`config.mk`:
```
export PLATFORM = sky130hd
export DESIGN_NAME = subset_sum_job_driver
export DESIGN_NICKNAME = d
export VERILOG_FILES = /design/src/rtl/subset_sum_pkg.sv /design/src/rtl/subset_sum_deser.sv /design/src/rtl/subset_sum_job_driver.sv
export SDC_FILE = /design/constraint.sdc
export NUM_CORES = 1
export LEC_CHECK = 0
export CORE_ASPECT_RATIO = 2
export CORE_MARGIN = 2
export CORE_UTILIZATION = 35
export CTS_BUF_LIST = sky130_fd_sc_hd__clkbuf_4
export DETAILED_ROUTE_END_ITERATION = 10
export GPL_TIMING_DRIVEN = 0
export REMOVE_ABC_BUFFERS = 1
export SYNTH_ARGS = -nofsm -noshare
export SYNTH_HDL_FRONTEND = slang
export SYNTH_SLANG_ARGS = --single-unit
export TNS_END_PERCENT = 30
```
`constraint.sdc`:
```
create_clock -name clk -period 2.17 [get_ports clk]
set_clock_uncertainty 0.15 [all_clocks]
set_input_delay 0.5425 -clock clk [delete_from_list [all_inputs] [get_ports clk]]
set_output_delay 0.5425 -clock clk [all_outputs]
set_load 0.02 [all_outputs]
```
`src/rtl/subset_sum_pkg.sv`:
```
// Shared state encoding, default parameters and target-width helper
// for the subset-sum job driver.
package subset_sum_pkg;

  localparam int DEF_N       = 3;
  localparam int DEF_B       = 4;
  localparam int DEF_TIMEOUT = 1024;

  typedef enum logic [2:0] {
    S_FILL,
    S_START,
    S_ARM,
    S_WAIT,
    S_RESULT
  } state_e;

  // Wide enough to hold the sum of every operand at its maximum value.
  function automatic int tgt_width(input int n, input int b);
    return $clog2(n * ((2 ** b) - 1)) + 1;
  endfunction

endpackage

```
`src/rtl/subset_sum_deser.sv`:
```
// Operand deserializer: beat counter, slot writer and target latch
// used while the job driver is filling a new job.
module subset_sum_deser
  import subset_sum_pkg::*;
#(
  parameter int N  = DEF_N,
  parameter int B  = DEF_B,
  parameter int TW = tgt_width(DEF_N, DEF_B)
) (
  input  logic          clk,
  input  logic          rst_n,
  input  logic          take_i,
  input  logic [B-1:0]  data_i,
  input  logic [TW-1:0] target_i,
  output logic          last_o,
  output logic [N*B-1:0] flat_o,
  output logic [TW-1:0] target_o
);

  localparam int CW = (N > 1) ? $clog2(N) : 1;
  localparam logic [CW-1:0] LAST = CW'(N - 1);

  logic [CW-1:0]  cnt_q;
  logic [N*B-1:0] flat_q;
  logic [TW-1:0]  tgt_q;

  assign last_o   = take_i && (cnt_q == LAST);
  assign flat_o   = flat_q;
  assign target_o = tgt_q;

  always_ff @(posedge clk) begin
    if (!rst_n) begin
      cnt_q  <= '0;
      flat_q <= '0;
      tgt_q  <= '0;
    end else if (take_i) begin
      flat_q[int'(cnt_q) * B +: B] <= data_i;
      if (cnt_q == LAST) begin
        cnt_q <= '0;
        tgt_q <= target_i;
      end else begin
        cnt_q <= cnt_q + 1'b1;
      end
    end
  end

endmodule

```
`src/rtl/subset_sum_job_driver.sv`:
```
// Job driver for one Full_Node_Tree: fill operands, start, await done.
// Optional watchdog enabled by defining SUBSET_SUM_TIMEOUT_EN.
module subset_sum_job_driver
  import subset_sum_pkg::*;
#(
  parameter int N_of_numbers = DEF_N,
  parameter int N_of_bits    = DEF_B
`ifdef SUBSET_SUM_TIMEOUT_EN
  ,
  parameter int TIMEOUT_CYCLES = DEF_TIMEOUT
`endif
) (
  input  logic clk,
  input  logic rst_n,
  input  logic in_valid,
  output logic in_ready,
  input  logic [N_of_bits-1:0] in_data,
  input  logic [tgt_width(N_of_numbers, N_of_bits)-1:0] in_target,
  output logic [N_of_bits*N_of_numbers-1:0] numbers_flat,
  output logic [tgt_width(N_of_numbers, N_of_bits)-1:0] target,
  output logic en,
  output logic start,
  input  logic busy,
  input  logic done,
  input  logic isTargetMet,
  output logic res_valid,
  input  logic res_ready,
  output logic res_met,
  output logic res_timeout
);

  localparam int TGT_W = tgt_width(N_of_numbers, N_of_bits);

  state_e state_q;
  logic   in_ready_q;
  logic   start_q;
  logic   en_q;
  logic   res_valid_q;
  logic   res_met_q;
  logic   res_timeout_q;
  logic   take;
  logic   last;
  logic   to_hit;
  logic   unused_busy;

  assign unused_busy = busy;
  assign take        = in_valid && in_ready_q;

  subset_sum_deser #(
    .N  (N_of_numbers),
    .B  (N_of_bits),
    .TW (TGT_W)
  ) u_deser (
    .clk      (clk),
    .rst_n    (rst_n),
    .take_i   (take),
    .data_i   (in_data),
    .target_i (in_target),
    .last_o   (last),
    .flat_o   (numbers_flat),
    .target_o (target)
  );

`ifdef SUBSET_SUM_TIMEOUT_EN
  localparam int TMW = $clog2(TIMEOUT_CYCLES + 1);
  logic [TMW-1:0] tmr_q;

  always_ff @(posedge clk) begin
    if (!rst_n || state_q == S_START) begin
      tmr_q <= '0;
    end else if (state_q == S_ARM || state_q == S_WAIT) begin
      tmr_q <= tmr_q + 1'b1;
    end
  end

  assign to_hit = (tmr_q == TMW'(TIMEOUT_CYCLES - 1));
`else
  assign to_hit = 1'b0;
`endif

  always_ff @(posedge clk) begin
    if (!rst_n) begin
      state_q       <= S_FILL;
      in_ready_q    <= 1'b0;
      start_q       <= 1'b0;
      en_q          <= 1'b0;
      res_valid_q   <= 1'b0;
      res_met_q     <= 1'b0;
      res_timeout_q <= 1'b0;
    end else begin
      start_q <= 1'b0;
      unique case (state_q)
        S_FILL: begin
          in_ready_q <= 1'b1;
          if (last) begin
            in_ready_q <= 1'b0;
            start_q    <= 1'b1;
            en_q       <= 1'b1;
            state_q    <= S_START;
          end
        end
        S_START: state_q <= S_ARM;
        // A stale done from the previous job must drop before we trust it.
        S_ARM: begin
          if (to_hit) begin
            res_valid_q   <= 1'b1;
            res_met_q     <= 1'b0;
            res_timeout_q <= 1'b1;
            en_q          <= 1'b0;
            state_q       <= S_RESULT;
          end else if (!done) begin
            state_q <= S_WAIT;
          end
        end
        S_WAIT: begin
          if (done) begin
            res_valid_q <= 1'b1;
            res_met_q   <= isTargetMet;
            en_q        <= 1'b0;
            state_q     <= S_RESULT;
          end else if (to_hit) begin
            res_valid_q   <= 1'b1;
            res_met_q     <= 1'b0;
            res_timeout_q <= 1'b1;
            en_q          <= 1'b0;
            state_q       <= S_RESULT;
          end
        end
        S_RESULT: begin
          if (res_ready) begin
            res_valid_q   <= 1'b0;
            res_timeout_q <= 1'b0;
            in_ready_q    <= 1'b1;
            state_q       <= S_FILL;
          end
        end
        default: state_q <= S_FILL;
      endcase
    end
  end

  assign in_ready    = in_ready_q;
  assign start       = start_q;
  assign en          = en_q;
  assign res_valid   = res_valid_q;
  assign res_met     = res_met_q;
  assign res_timeout = res_timeout_q;

endmodule

```
==> results.json <==
{
  "first_global_vias": 1130,
  "postCtsSetupRepairBufs": 0,
  "core_mm2": 0.00365,
  "antenna_found_initial": 0,
  "clock-root-buffer": "clkbuf_4",
  "rsz0062_at_grt": "false",
  "hold_viol": 0,
  "worstPathArrival_ns": 2.05,
  "yosysUniqueCellTypes": 35,
  "r2r_cells": 5,
  "ff2ff_setup_slack_ns": 0.28,
  "ios": 43,
  "synthSimpleGateAreaFrac_pct": 27.4,
  "synth_mux_area_share_pct": 0.752,
  "route.detailed.drc": 0,
  "status": "completed",
  "insertion_delay_ns": 0.32,
  "wire_per_inst_um": 12.5,
  "p_per_area_mw_per_mm2": 528,
  "synth_cells": 148,
  "cp_max_fo": 11,
  "clock_path_buffers": 2,
  "dpl.hpwl_um": 2200,
  "yosysTopAreaCell": "dfxtp_1",
  "antenna_cells": 0,
  "worstSetupPathType": "in -> reg",
  "ant_nets": 0,
  "finalSetupTns_ns": 0,
  "synth-seq-cells": 29,
  "ir_drop_uv": 366,
  "drt_iter0_markers": 12,
  "synth_top_family_by_area": "simple AND/OR/NAND/NOR gates",
  "finalHoldWorstSlack_ns": 0.318,
  "fp.dieW_um": 47.6,
  "drive_gt1_share_pct": 6.38,
  "startpoint_type": "input pin",
  "power_leakage_nw": 0.630,
  "setup_viol": 0,
  "portBuffers": 40,
  "crit_path_end_kind": "flip-flop",
  "slew_viol_final": 0,
  "required_ns": 2.23,
  "dr_total_vias": 1177,
  "tightest_slew_ns": 0.881,
  "clock_sinks": 29,
  "num_rows": 31,
  "synth_xor_area_share_pct": 0,
  "top_usage_layer": "met2",
  "synth_warnings": 0,
  "synth_top_area_share_pct": 43.6,
  "firstDrtPassIters": 4,
  "grt_max_degree": 32,
  "ctsHtreeMaxLevel": 2,
  "drv_cap": 0,
  "grt_pass1_wl_um": 4740,
  "area_growth_pct": 35.2,
  "initial_core_util_pct": 36.5,
  "dieHeight_um": 91.2,
  "cts_buffers": 5,
  "drt_wl_total_um": 2950,
  "hold_depth": 2,
  "met2_usage_pct": 26.5,
  "hold_path_end": "u_deser.flat_o[8]$_SDFFE_PN0P_",
  "grt_usage_pct": 15.0,
  "grt_util_met3_pct": 4.57,
  "layout_min_cycle_time_ns": 1.99,
  "worstReg2RegEnd": "state_q[1]$_SDFFE_PN0P_",
  "synth_seq_area_share_pct": 43.6,
  "cts_tree": "done",
  "period_share_pct": 91.6,
  "dieArea_mm2": 0.00434,
  "clkTransAtPathRegs_ns": 0.10,
  "avgSynthCellArea_um2": 9.00,
  "worstReg2RegStart": "u_deser.cnt_q[0]$_SDFFE_PN0P_",
  "grt_overflow": 0,
  "slew_headroom_pct": 41.1,
  "synth_compound_area_share_pct": 17.9,
  "nets": 211,
  "synth-adder-area-share_pct": 5.64,
  "hold_class": "reg -> reg",
  "clock.fmax_mhz": 503,
  "holdCritStartpoint": "u_deser.flat_o[8]$_SDFFE_PN0P_",
  "netlist_area_mm2": 0.00133,
  "via_per_inst": 4.97,
  "grtUsageMet1_pct": 14.8,
  "gp_congestion": 0.721,
  "synth_area_leaders": "dfxtp_1 44%, a21boi_0 11%, nand2_1 8.5%"
}
## worst max-delay path by stage
| stage | from | slack (ns) | endpoint |
|---|---|---|---|
| after floorplan | u_deser.cnt_q[0]$_SDFFE_PN0P_ | 0.42 | state_q[1]$_SDFFE_PN0P_ |
| after global placement | in_valid | -0.26 | state_q[1]$_SDFFE_PN0P_ |
| after detailed placement | in_valid | -0.27 | state_q[1]$_SDFFE_PN0P_ |
| after CTS | in_ready$_SDFFE_PN0P_ | 0.01 | in_ready |
| after global routing | u_deser.cnt_q[0]$_SDFFE_PN0P_ | 0.07 | u_deser.flat_o[1]$_SDFFE_PN0P_ |
| final | in_valid | 0.18 | state_q[1]$_SDFFE_PN0P_ |
## worst max-delay path, cell delays in order
cell and delay, ns:
clkdlybuf4s50_1 0.69, and3_2 0.38, a2111oi_4 0.10, o311a_1 0.33
## metal layers
metal | wire [um] | vias up
met3 | 137 | 5
met5 | 0 | -
li1 | - | 589
met2 | 1640 | 34
met1 | 1100 | 549
met4 | 70 | 0
## power by group
group / internal (mW) / switching, mW
Clock: 0.117 / 0.179
Combinational: 0.0563 / 0.0487
Sequential: 0.540 / 0.0103
Total: 0.713 / 0.238
## flip-flops by register name, summed over array words and instances, names as in the netlist
signal	count
u_deser.target_o	7
u_deser.cnt_q	2
start	1
res_met	1
u_deser.flat_o	12
en	1
in_ready	1
state_q	3
res_valid	1
## cells in the final DEF (no fill, tap or decap), types with 3 or more instances in the layout
cell and instances:
nor3b_1 3, clkdlybuf4s50_1 39, inv_1 3, ha_1 6, clkbuf_4 5, and3_1 4
nand2_1 30, a21boi_0 20, dfxtp_1 28, nand3_1 17
## logic make-up (layout without fill, tap and decap cells)
group,count (synthesis),in the layout
compound gates,30,30
fa+ha+maj,6,6
buf+inv,11,51
flops,29,29
mux,1,1
other cells,1,1
simple gates,70,70
## cell usage after synthesis
cell,instances
nand4b_1,1
o31ai_1,1
a21oi_1,2
o211ai_1,1
inv_1,3
nand2b_1,1
ha_1,6
a21boi_1,1
nand3_1,17
nor3b_1,3
conb_1,1
nand3_2,1
mux2i_1,1
nor4b_2,1
a21boi_0,20
and3b_1,1
buf_2,2
nand3b_1,1
nor2b_1,2
or3_1,1
a2111oi_4,1
nor3_1,2
o311a_1,1
o21ai_0,2
nand2_1,30
nor4_2,1
and3_1,5
clkbuf_1,3
buf_4,2
dfxtp_1,29
nor2_1,1
buf_6,1
and2_0,1
and2_1,1
o21a_1,1
## what timing repair did
action / 4_1_cts / 5_1_grt
hold buffers: 0 / 0
setup endpoints to repair: 1 / 2
gates resized for setup: 1 / 2
## per-stage QoR
| stage | cells | power (mW) | util, % | setup WS [ns] | area [um2] |
|---|---|---|---|---|---|
| after floorplan | 140 | 0.607 | - | 0.425 | 1280 |
| after global placement | 229 | 0.667 | 47.9 | -0.263 | 1750 |
| after detailed placement | 229 | 0.669 | 47.9 | -0.273 | 1750 |
| after CTS | 237 | 0.969 | 49.3 | 0.0145 | 1800 |
| after global routing | 237 | 0.997 | 49.4 | 0.0690 | 1800 |
| final | 237 | 0.951 | 49.4 | 0.183 | 1800 |
## layout make-up
class,count,area [um2]
sequential,29,582
clock inverter,3,12.5
multi-input combinational,108,693
tap,49,61.3
clock buffer,5,37.5
inverter,3,11.3
fill,388,1850
timing repair buffer,40,403
Power figures use the tool's default switching activity.
